<file path="config.mk">
export PLATFORM = sky130hd
export DESIGN_NAME = dds_period_meter
export DESIGN_NICKNAME = d
export VERILOG_FILES = /design/src/rtl/dds_meter_pkg.sv /design/src/rtl/dds_zero_cross_det.sv /design/src/rtl/dds_period_meter.sv
export SDC_FILE = /design/constraint.sdc
export NUM_CORES = 1
export LEC_CHECK = 0
export CAP_MARGIN = 40
export CORE_MARGIN = 2
export CORE_UTILIZATION = 44
export CTS_CLUSTER_DIAMETER = 200
export CTS_CLUSTER_SIZE = 8
export DETAILED_ROUTE_END_ITERATION = 7
export GPL_TIMING_DRIVEN = 0
export PLACE_DENSITY = 0.68
export SLEW_MARGIN = 25
export SYNTH_ARGS = -nofsm -noshare
export SYNTH_HDL_FRONTEND = slang
export SYNTH_SLANG_ARGS = --single-unit
</file>
<file path="constraint.sdc">
create_clock -name CLK -period 5.3 [get_ports CLK]
set_clock_uncertainty 0.05 [all_clocks]
set_input_delay 1.06 -clock CLK [delete_from_list [all_inputs] [get_ports CLK]]
set_output_delay 1.06 -clock CLK [all_outputs]
set_load 0.005 [all_outputs]
</file>
<file path="src/rtl/dds_meter_pkg.sv">
// Shared definitions for the DDS period meter and the benches around the DDS generator.
package dds_meter_pkg;

  // Default sample and counter widths.
  localparam int DATA_W_DEF   = 8;
  localparam int CNT_W_DEF    = 16;

  // A sample at or below -HYST arms the crossing detector.
  localparam int HYST_DEF     = 4;

  // Largest period difference, in clocks, that still counts as locked.
  localparam int LOCK_TOL_DEF = 1;

  // Measurement FSM states.
  typedef enum logic [1:0] {
    SEEK_ARM   = 2'd0,
    SEEK_FIRST = 2'd1,
    MEAS_ARM   = 2'd2,
    MEAS_CROSS = 2'd3
  } meter_state_e;

endpackage

</file>
<file path="src/rtl/dds_zero_cross_det.sv">
// Rising zero-crossing detector with hysteresis.
// The arm register is set by a sample at or below -HYST. A crossing is a
// sample at or above zero seen while armed. Samples between -HYST and zero
// never arm, so noise around zero cannot produce crossings.
module dds_zero_cross_det
  import dds_meter_pkg::*;
#(
  parameter int DATA_W = DATA_W_DEF,
  parameter int HYST   = HYST_DEF
) (
  input  logic                     CLK,
  input  logic                     RESET,
  input  logic                     SET,
  input  logic signed [DATA_W-1:0] sample_in,
  input  logic                     sample_valid,
  output logic                     arm_hit,
  output logic                     armed,
  output logic                     cross_hit
);

  localparam logic signed [DATA_W-1:0] ARM_LVL = DATA_W'(-HYST);

  logic arm_q;
  logic arm_d;
  logic below_s;
  logic nonneg_s;

  // Compare the accepted sample against the thresholds and work out the next arm state.
  always_comb begin
    below_s   = (sample_in <= ARM_LVL);
    nonneg_s  = ~sample_in[DATA_W-1];
    arm_hit   = sample_valid & below_s & ~SET;
    cross_hit = sample_valid & nonneg_s & arm_q & ~SET;
    arm_d     = arm_q;
    if (SET) begin
      arm_d = 1'b0;
    end else if (cross_hit) begin
      arm_d = 1'b0;
    end else if (arm_hit) begin
      arm_d = 1'b1;
    end else begin
      arm_d = arm_q;
    end
  end

  // Arm register; cleared by reset, by a restart and by the crossing it enabled.
  always_ff @(posedge CLK or negedge RESET) begin
    if (!RESET) begin
      arm_q <= 1'b0;
    end else begin
      arm_q <= arm_d;
    end
  end

  assign armed = arm_q;

endmodule

</file>
<file path="src/rtl/dds_period_meter.sv">
// Period meter for the DDS sample stream: counts clocks between successive
// rising zero crossings, reports each period, tracks lock between
// consecutive periods and flags a sticky timeout when the counter saturates.
module dds_period_meter
  import dds_meter_pkg::*;
#(
  parameter int DATA_W   = DATA_W_DEF,
  parameter int CNT_W    = CNT_W_DEF,
  parameter int HYST     = HYST_DEF,
  parameter int LOCK_TOL = LOCK_TOL_DEF
) (
  input  logic                     CLK,
  input  logic                     RESET,
  input  logic                     SET,
  input  logic signed [DATA_W-1:0] sample_in,
  input  logic                     sample_valid,
  output logic                     crossing,
  output logic [CNT_W-1:0]         period,
  output logic                     period_valid,
  output logic                     locked,
  output logic                     timeout
);

  localparam logic [CNT_W-1:0] CNT_ONE = CNT_W'(1);
  localparam logic [CNT_W-1:0] CNT_MAX = {CNT_W{1'b1}};
  localparam logic [CNT_W-1:0] TOL     = CNT_W'(LOCK_TOL);

  meter_state_e     state_q;
  logic [CNT_W-1:0] cnt_q;
  logic [CNT_W-1:0] period_q;
  logic             crossing_q;
  logic             period_valid_q;
  logic             locked_q;
  logic             timeout_q;
  logic             have_prev_q;

  logic             arm_hit_s;
  logic             armed_s;
  logic             cross_hit_s;
  logic             cnt_max_s;
  logic [CNT_W-1:0] cnt_inc_s;
  logic [CNT_W-1:0] diff_s;
  logic             within_tol_s;

  dds_zero_cross_det #(
    .DATA_W (DATA_W),
    .HYST   (HYST)
  ) u_det (
    .CLK          (CLK),
    .RESET        (RESET),
    .SET          (SET),
    .sample_in    (sample_in),
    .sample_valid (sample_valid),
    .arm_hit      (arm_hit_s),
    .armed        (armed_s),
    .cross_hit    (cross_hit_s)
  );

  // Saturating increment and distance between the running count and the last period.
  always_comb begin
    cnt_max_s = (cnt_q == CNT_MAX);
    if (cnt_max_s) begin
      cnt_inc_s = cnt_q;
    end else begin
      cnt_inc_s = cnt_q + CNT_ONE;
    end
    if (cnt_q >= period_q) begin
      diff_s = cnt_q - period_q;
    end else begin
      diff_s = period_q - cnt_q;
    end
    within_tol_s = have_prev_q & (diff_s <= TOL);
  end

  // Measurement FSM with counter, period, lock and timeout registers.
  always_ff @(posedge CLK or negedge RESET) begin
    if (!RESET) begin
      state_q        <= SEEK_ARM;
      cnt_q          <= '0;
      period_q       <= '0;
      crossing_q     <= 1'b0;
      period_valid_q <= 1'b0;
      locked_q       <= 1'b0;
      timeout_q      <= 1'b0;
      have_prev_q    <= 1'b0;
    end else if (SET) begin
      // Restart wins over any crossing or timeout this cycle; period is kept.
      state_q        <= SEEK_ARM;
      cnt_q          <= '0;
      crossing_q     <= 1'b0;
      period_valid_q <= 1'b0;
      locked_q       <= 1'b0;
      timeout_q      <= 1'b0;
      have_prev_q    <= 1'b0;
    end else begin
      crossing_q     <= cross_hit_s;
      period_valid_q <= 1'b0;
      if (cross_hit_s) begin
        timeout_q <= 1'b0;
      end
      case (state_q)
        SEEK_ARM: begin
          cnt_q <= '0;
          if (cross_hit_s) begin
            // Still armed from before a timeout: treat as the first crossing.
            cnt_q   <= CNT_ONE;
            state_q <= MEAS_ARM;
          end else if (arm_hit_s || armed_s) begin
            state_q <= SEEK_FIRST;
          end
        end
        SEEK_FIRST: begin
          if (cross_hit_s) begin
            cnt_q   <= CNT_ONE;
            state_q <= MEAS_ARM;
          end
        end
        MEAS_ARM, MEAS_CROSS: begin
          if (cnt_max_s) begin
            timeout_q   <= 1'b1;
            locked_q    <= 1'b0;
            have_prev_q <= 1'b0;
            cnt_q       <= '0;
            state_q     <= SEEK_ARM;
          end else if (state_q == MEAS_CROSS && cross_hit_s) begin
            period_q       <= cnt_q;
            period_valid_q <= 1'b1;
            locked_q       <= within_tol_s;
            have_prev_q    <= 1'b1;
            cnt_q          <= CNT_ONE;
            state_q        <= MEAS_ARM;
          end else begin
            cnt_q <= cnt_inc_s;
            if (state_q == MEAS_ARM && arm_hit_s) begin
              state_q <= MEAS_CROSS;
            end
          end
        end
        default: begin
          state_q <= SEEK_ARM;
          cnt_q   <= '0;
        end
      endcase
    end
  end

  assign crossing     = crossing_q;
  assign period       = period_q;
  assign period_valid = period_valid_q;
  assign locked       = locked_q;
  assign timeout      = timeout_q;

endmodule

</file>
Word-level counts from Yosys, hierarchy flattened
Cells that the tools add are included.
Widths: inputs -> output; s select.
Word-level totals
  bits in registers: 40
  input bits: 12
  output and inout bits: 20
  word-level logic and storage cells: 77
Cells by class
  add/subtract/negate cells: 3
  order comparisons: 3
  eq/ne operators: 7
  mux-type cells: 35
  bitwise operators: 9
  reductions and logical operators: 11
Operators by type and width (count)
  $mux 16: 5
  $pmux 16 s3: 1
  $sub 16x16->16: 2
  $mux 1: 21
  $add 16x1->16 const B: 1
  $eq 16x16->1 const B: 1
  $ge 16x16->1: 1
  $le 16x1->1 const B: 1
  $mux 2: 7
  $le 8x3->1 const B: 1
  $and 1x1->1: 6
  $pmux 2 s3: 1
  $reduce_bool 3->1: 2
  $ne 5x5->1 const B: 1
  $eq 2x2->1 const B: 2
  $ne 4x4->1 const B: 1
  $reduce_and 4->1: 1
  $ne 3x3->1 const B: 1
  $not 1->1: 3
  $reduce_and 3->1: 1
  $eq 2x1->1 const B: 1
  $logic_and 1x1->1: 2
  $logic_not 2->1: 1
  $reduce_and 2->1: 1
  3 further kinds: 3

Longest topological paths before layout
  depth after elaboration: 9
  gate-level depth with buffers: 12
  gate-level depth less buffers: 12

Cells and area by module
Synthesis repeated with hierarchy kept, for this count alone.
Second synthesis, totals
  cells, all modules: 484
  area, all modules: 3872.5 µm²
Modules (own cells, without submodules)
  dds_period_meter: times used 1, cells each 474, area an instance 3774.9 µm², seq. area each 975.9 µm²
  dds_zero_cross_det: times used 1, cells each 10, area an instance 97.6 µm², seq. area each 25.0 µm²

Least setup slack after synthesis
Ideal clock, no wire load.
  path kind: register to register
  from: register period_q[3], in the netlist period[3]
  to: register locked_q, in the netlist locked
  library setup time: 95 ps
  arrival time: 2785 ps
  required time: 5155 ps
  slack: 2369 ps
  cell stages (with the launch flop): 12
  buffers on the path: 1
  period minus slack after synthesis: 2931 ps
  cell sequence: dfrtp_1 -> inv_1 -> ha_1 -> buf_6 -> and2_4 -> a221o_1 -> o311ai_1 -> o311ai_1 -> or4_4 -> nor4b_2 -> nor3_1 -> o31ai_1
Between the ends
  word-level cells in the longest chain between the ends: 8
  elaborated cells on any way between the ends: 10
  those cells by class: add/sub: 2; order compare: 2; mux: 5; bitwise: 1
RTL lines
  from (decl): RTL line dds_period_meter.sv:30  | logic [CNT_W-1:0] period_q;
  from (signal assigned): RTL line dds_period_meter.sv:126  | period_q <= cnt_q;
  $sub 16x16->16 (tied with other cells): RTL line dds_period_meter.sv:70  | diff_s = period_q - cnt_q;
  $mux 16 (*): RTL line dds_period_meter.sv:67  | if (cnt_q >= period_q) begin
  $le 16x1->1 (*): RTL line dds_period_meter.sv:72  | within_tol_s = have_prev_q & (diff_s <= TOL);
  $and 1x1->1 (*): RTL line dds_period_meter.sv:72
  $mux 1 (*): RTL line dds_period_meter.sv:125  | end else if (state_q == MEAS_CROSS && cross_hit_s) begin
  $mux 1 (*): RTL line dds_period_meter.sv:119  | if (cnt_max_s) begin
  $mux 1 (*): RTL line dds_period_meter.sv:101  | case (state_q)
  $mux 1 (*): RTL line dds_period_meter.sv:86  | end else if (SET) begin
  to (signal assigned): RTL line dds_period_meter.sv:128  | locked_q <= within_tol_s;
  to (decl): RTL line dds_period_meter.sv:33  | logic locked_q;
Mark *: on every way between the ends. The rest lies on a longest branch, timed or not. The select of a mux whose other input is x is not followed.
A chain may end at the register's enable or synchronous reset.

Worst setup path in the final report
  from: register cnt_q[0]
  to: register locked_q, in the netlist locked
Between the ends
  word-level cells in the longest chain between the ends: 8
  elaborated cells on any way between the ends: 13
  those cells by class: add/sub: 2; order compare: 2; eq/ne: 1; mux: 5; bitwise: 1; reduce/logical: 2
RTL lines
  from (decl): RTL line dds_period_meter.sv:29  | logic [CNT_W-1:0] cnt_q;
  from (signal assigned): RTL line dds_period_meter.sv:133  | cnt_q <= cnt_inc_s;
  $sub 16x16->16 (tied with other cells): RTL line dds_period_meter.sv:70
  $mux 16: RTL line dds_period_meter.sv:67
  $le 16x1->1: RTL line dds_period_meter.sv:72
  $and 1x1->1: RTL line dds_period_meter.sv:72
  $mux 1: RTL line dds_period_meter.sv:125
  $mux 1: RTL line dds_period_meter.sv:119
  $mux 1: RTL line dds_period_meter.sv:101
  $mux 1: RTL line dds_period_meter.sv:86
Several ways; a longest one is shown, not always the timed one. The select of a mux whose other input is x is not followed.

==> impl_metrics.csv <==
group,metric,value,unit
outcome,run_status,"complete, no violations",
hold_path,class_of_the_worst_hold_path,"flop to flop",
yosys,synthCells,469,
timing,final.setup.tns,0,ps
finish,share_of_final_layout_standard_cells_stronger_than_drive_strength_1,6.65,%
worst_setup_path,critical_path.most_common_cell,"sky130_fd_sc_hd__inv_1",
finish,fillCellCount,803,
yosys,synth_simple_gate_area_share,21.7,%
worst_setup_path,worst_reg_to_reg_cells,12,
placement,dpl_cell_area,4150,sq um
yosys,postSynthNetCount,515,
placement,post-dp-hpwl,8.31,mm
yosys,yosys_register_bits,40,
global_route,track_usage,23.8,%
finish,fin_area,4280,sq um
clock_tree,tritoncts.num_buffers,5,
yosys,synth_area,3680,sq um
worst_setup_path,critical-path-slowest-cell,"sky130_fd_sc_hd__o21ai_1",
worst_setup_path,criticalPathCategory,"flop to flop",
floorplan,effective_utilization_at_floorplan,45.0,%
yosys,synth-compound-area-share,26.0,%
floorplan,die_h,95.5,um
yosys,synth_cell_type_count,68,
yosys,most_used_standard_cell_by_instance_count_after_synthesis,"sky130_fd_sc_hd__nand2_1",
power_and_ir_drop,power.ir.vdd_worst,0.209,mV
yosys,synth.mux.area_fraction,1.39,%
routing,routed_wl,10.3,mm
worst_setup_path,crit_required,5460,ps
clock_tree,cts.clk_slew.worst_paths,80,ps
yosys,ys_top_cells_by_count,"48 x sky130_fd_sc_hd__nand2_1, 46 x sky130_fd_sc_hd__inv_1, 44 x sky130_fd_sc_hd__o21ai_0",
clock_tree,tritoncts,"built",
global_route,vias_in_the_first_global_route,3463,
worst_setup_path,critical_path.max_fanout,9,
yosys,ys_top_cells_by_area,"sky130_fd_sc_hd__dfrtp_1 27%, sky130_fd_sc_hd__ha_1 11%, sky130_fd_sc_hd__o21ai_0 6.0%",
global_route,pin_count_of_the_biggest_net_entering_global_routing,26,
yosys,edff_count_synth,0,
yosys,synthXorXnorAreaFrac,4.28,%
clock_tree,cts.repair_timing.setup_buffer_count,0,
timing,period_utilization,66.7,%
flow_run,maxCapViolations,0,
routing,detailedRoute.firstIterationViolations,193,
timing,setup_viol_count_final,0,
placement,port_buffers,31,
worst_setup_path,worstReg2RegStart,"cnt_q[0]$_DFFE_PN0P_",
power_and_ir_drop,combinationalPowerShare,41.9,%
power_and_ir_drop,p_switching,412,uW
routing,wl_per_cell,16.8,um
finish,num_antenna_cells,0,
clock_tree,number_of_buffers_between_clock_root_and_the_deepest_sink,2,
timing,report.final.hold_viol_count,0,
routing,first_pass_iters,5,
hold_path,whs_endpoint,"period[8]$_DFFE_PN0P_",
clock_tree,post_cts_resized,0,
worst_setup_path,cp.arrival,3690,ps
power_and_ir_drop,p_sw_share,37.4,%
global_route,grt_antenna_before_repair,0,
power_and_ir_drop,powerDensity,257,nW/um^2
global_route,total_congestion_overflow_after_global_routing,0,
floorplan,cell_row_count,33,
worst_setup_path,crit_chain,"inv_1 > ha_1 > inv_1 > fa_1 > a21o_1 > a21oi_1 > a31oi_2 > o21ai_1 > nand3_1 > nor4b_2 > nor3_1 > o31ai_1",
yosys,post_synth_top_flop,"sky130_fd_sc_hd__dfrtp_1",
power_and_ir_drop,pwr-share-seq,32.9,%
timing,fin_crit,3540,ps
timing,tightestPinTransition,713,ps
worst_setup_path,critical_path.max_stage_delay,590,ps
worst_setup_path,rr_endpoint,"locked$_DFFE_PN0P_",
worst_setup_path,kind_of_start_point_of_the_critical_path,"flop",
power_and_ir_drop,leakagePower,1.83,nW
yosys,synth_top_family_by_area,"compound AO/OA/AOI/OAI gates",
worst_setup_path,setup.reg_to_reg.worst_slack,1760,ps
yosys,yosys_warnings,0,
worst_setup_path,end_kind,"flop",
floorplan,io_pins,32,
yosys,synth.yosys.seq_area_share,27.2,%
global_route,grt_pass1_wl,16.8,mm
clock_tree,root_buffer,"sky130_fd_sc_hd__clkbuf_8",
timing,achievable-frequency,283,MHz
timing,number_of_max_slew_violations_in_the_final_report,0,
finish,final_nets,556,
yosys,postSynth.asyncResetShare,100,%
placement,gp_congestion,0.897,
timing,rsz0062_at_grt,"no",
yosys,synth_fa_ha_area_share,12.0,%
clock_tree,cts_hold_repair.buffers,0,
yosys,synth_area_per_cell,7.85,sq um
routing,detail_route.vias_per_cell,5.82,
floorplan,die_area,9110,sq um
routing,drt_drc_violations_left,0,
clock_tree,clock_sinks,40,
finish,areaGrowthSynthToFinish,16.3,%
clock_tree,cts_max_level,2,
routing,antenna_violating_nets_post_route,0,
hold_path,whs_path_depth,2,
timing,timing.max_slew.rel_slack,52.3,%
floorplan,die_w,95.5,um
power_and_ir_drop,p_int,689,uW
routing,route.vias.total,3586,
hold_path,hp-start,"cnt_q[8]$_DFFE_PN0P_",
yosys,synthDominantAreaCellType,"sky130_fd_sc_hd__dfrtp_1",
floorplan,placeableCoreArea,8180,sq um
clock_tree,clock_latency_at_the_later_pin_of_the_worst_skew_pair,300,ps
power_and_ir_drop,power.clock.fraction,25.2,%
yosys,yosysTopAreaCellShare,27.2,%
flip-flops by register name, indices dropped and copies added (netlist names):
register / count
cnt_q: 16
period: 16
state_q: 2
crossing: 1
have_prev_q: 1
locked: 1
period_valid: 1
timeout: 1
u_det.armed: 1
through the flow:
stage / total power [mW] / hold WS, ps / utilization (%) / instances / setup WS, ps
floorplan: 0.659 / 435 / - / 469 / 2370
global placement: 0.810 / 463 / 50.4 / 605 / 1440
detailed placement: 0.819 / 481 / 50.8 / 608 / 1670
CTS: 1.10 / 495 / 52.4 / 616 / 1790
global route: 1.16 / 533 / 52.4 / 616 / 1510
finish: 1.10 / 488 / 52.4 / 616 / 1760
cell families after synthesis:
| group | after synthesis |
|---|---|
| AO/OA/AOI/OAI | 149 |
| flip-flops | 40 |
| buffers and inverters | 65 |
| XOR/XNOR | 18 |
| adder cells (fa/ha/maj) | 34 |
| multiplexers | 5 |
| AND/OR/NAND/NOR | 158 |
power by group through the flow:
stage          registers, mW  logic [mW]  clock network (mW)
3_3_place_gp           0.367       0.443                   0
5_1_grt                0.366       0.507               0.291
6_report               0.362       0.462               0.277
4_1_cts                0.363       0.454               0.280
2_1_floorplan          0.364       0.295                   0
3_5_place_dp           0.369       0.450                   0
per-layer routing:
layer | up-vias | GRT usage, % | wire [um]
li1 | 1766 | - | -
met1 | 1683 | 31.7 | 4760
met2 | 123 | 41.0 | 4990
met3 | 14 | 2.37 | 448
met4 | 0 | 6.43 | 148
met5 | - | 0 | 0
layout by cell type (no fill, tap or decap), types with 7 or more instances in the layout:
master                             n
sky130_fd_sc_hd__xnor2_1          17
sky130_fd_sc_hd__nor2_1           36
sky130_fd_sc_hd__a21oi_1          36
sky130_fd_sc_hd__clkbuf_8          7
sky130_fd_sc_hd__clkdlybuf4s50_1  30
sky130_fd_sc_hd__clkbuf_1         11
sky130_fd_sc_hd__nor3_1           12
sky130_fd_sc_hd__nand4_1           9
sky130_fd_sc_hd__inv_1            46
sky130_fd_sc_hd__ha_1             32
sky130_fd_sc_hd__nand2_1          48
sky130_fd_sc_hd__dfrtp_1          40
sky130_fd_sc_hd__o21ai_0          44
sky130_fd_sc_hd__o21a_1            7
sky130_fd_sc_hd__nand3_1          11
area by class of cell:
type	instances	area, sq um	area share (%)
Inverter	46	173	4.03
Sequential cell	40	1000	23.4
Tap cell	105	131	3.07
Clock inverter	1	30.0	0.702
Multi-Input combinational cell	364	2410	56.4
Buffer	19	101	2.37
Timing Repair Buffer	34	335	7.83
Clock buffer	7	96.3	2.25
critical path, delay by kind of cell, from the launching register on:
kind                       cells  cell delay (ps)
DFF                            1              440
AOI/OAI and AO/OA              5             1480
and+or+nand+nor                3              660
buffers and inverters          2              200
adders and majority gates      2              630
worst max-delay path by stage:
| stage | cells past startpoint | end | from | slack [ps] |
|---|---|---|---|---|
| final | 12 | locked$_DFFE_PN0P_ | cnt_q[0]$_DFFE_PN0P_ | 1760 |
| after global routing | 12 | locked$_DFFE_PN0P_ | cnt_q[0]$_DFFE_PN0P_ | 1510 |
| after CTS | 12 | locked$_DFFE_PN0P_ | cnt_q[0]$_DFFE_PN0P_ | 1790 |
| after detailed placement | 9 | period[10]$_DFFE_PN0P_ | sample_in[7] | 1670 |
| after global placement | 9 | cnt_q[13]$_DFFE_PN0P_ | sample_valid | 1440 |
| after floorplan | 11 | locked$_DFFE_PN0P_ | period[3]$_DFFE_PN0P_ | 2370 |
(Power assumes the default switching activity.)
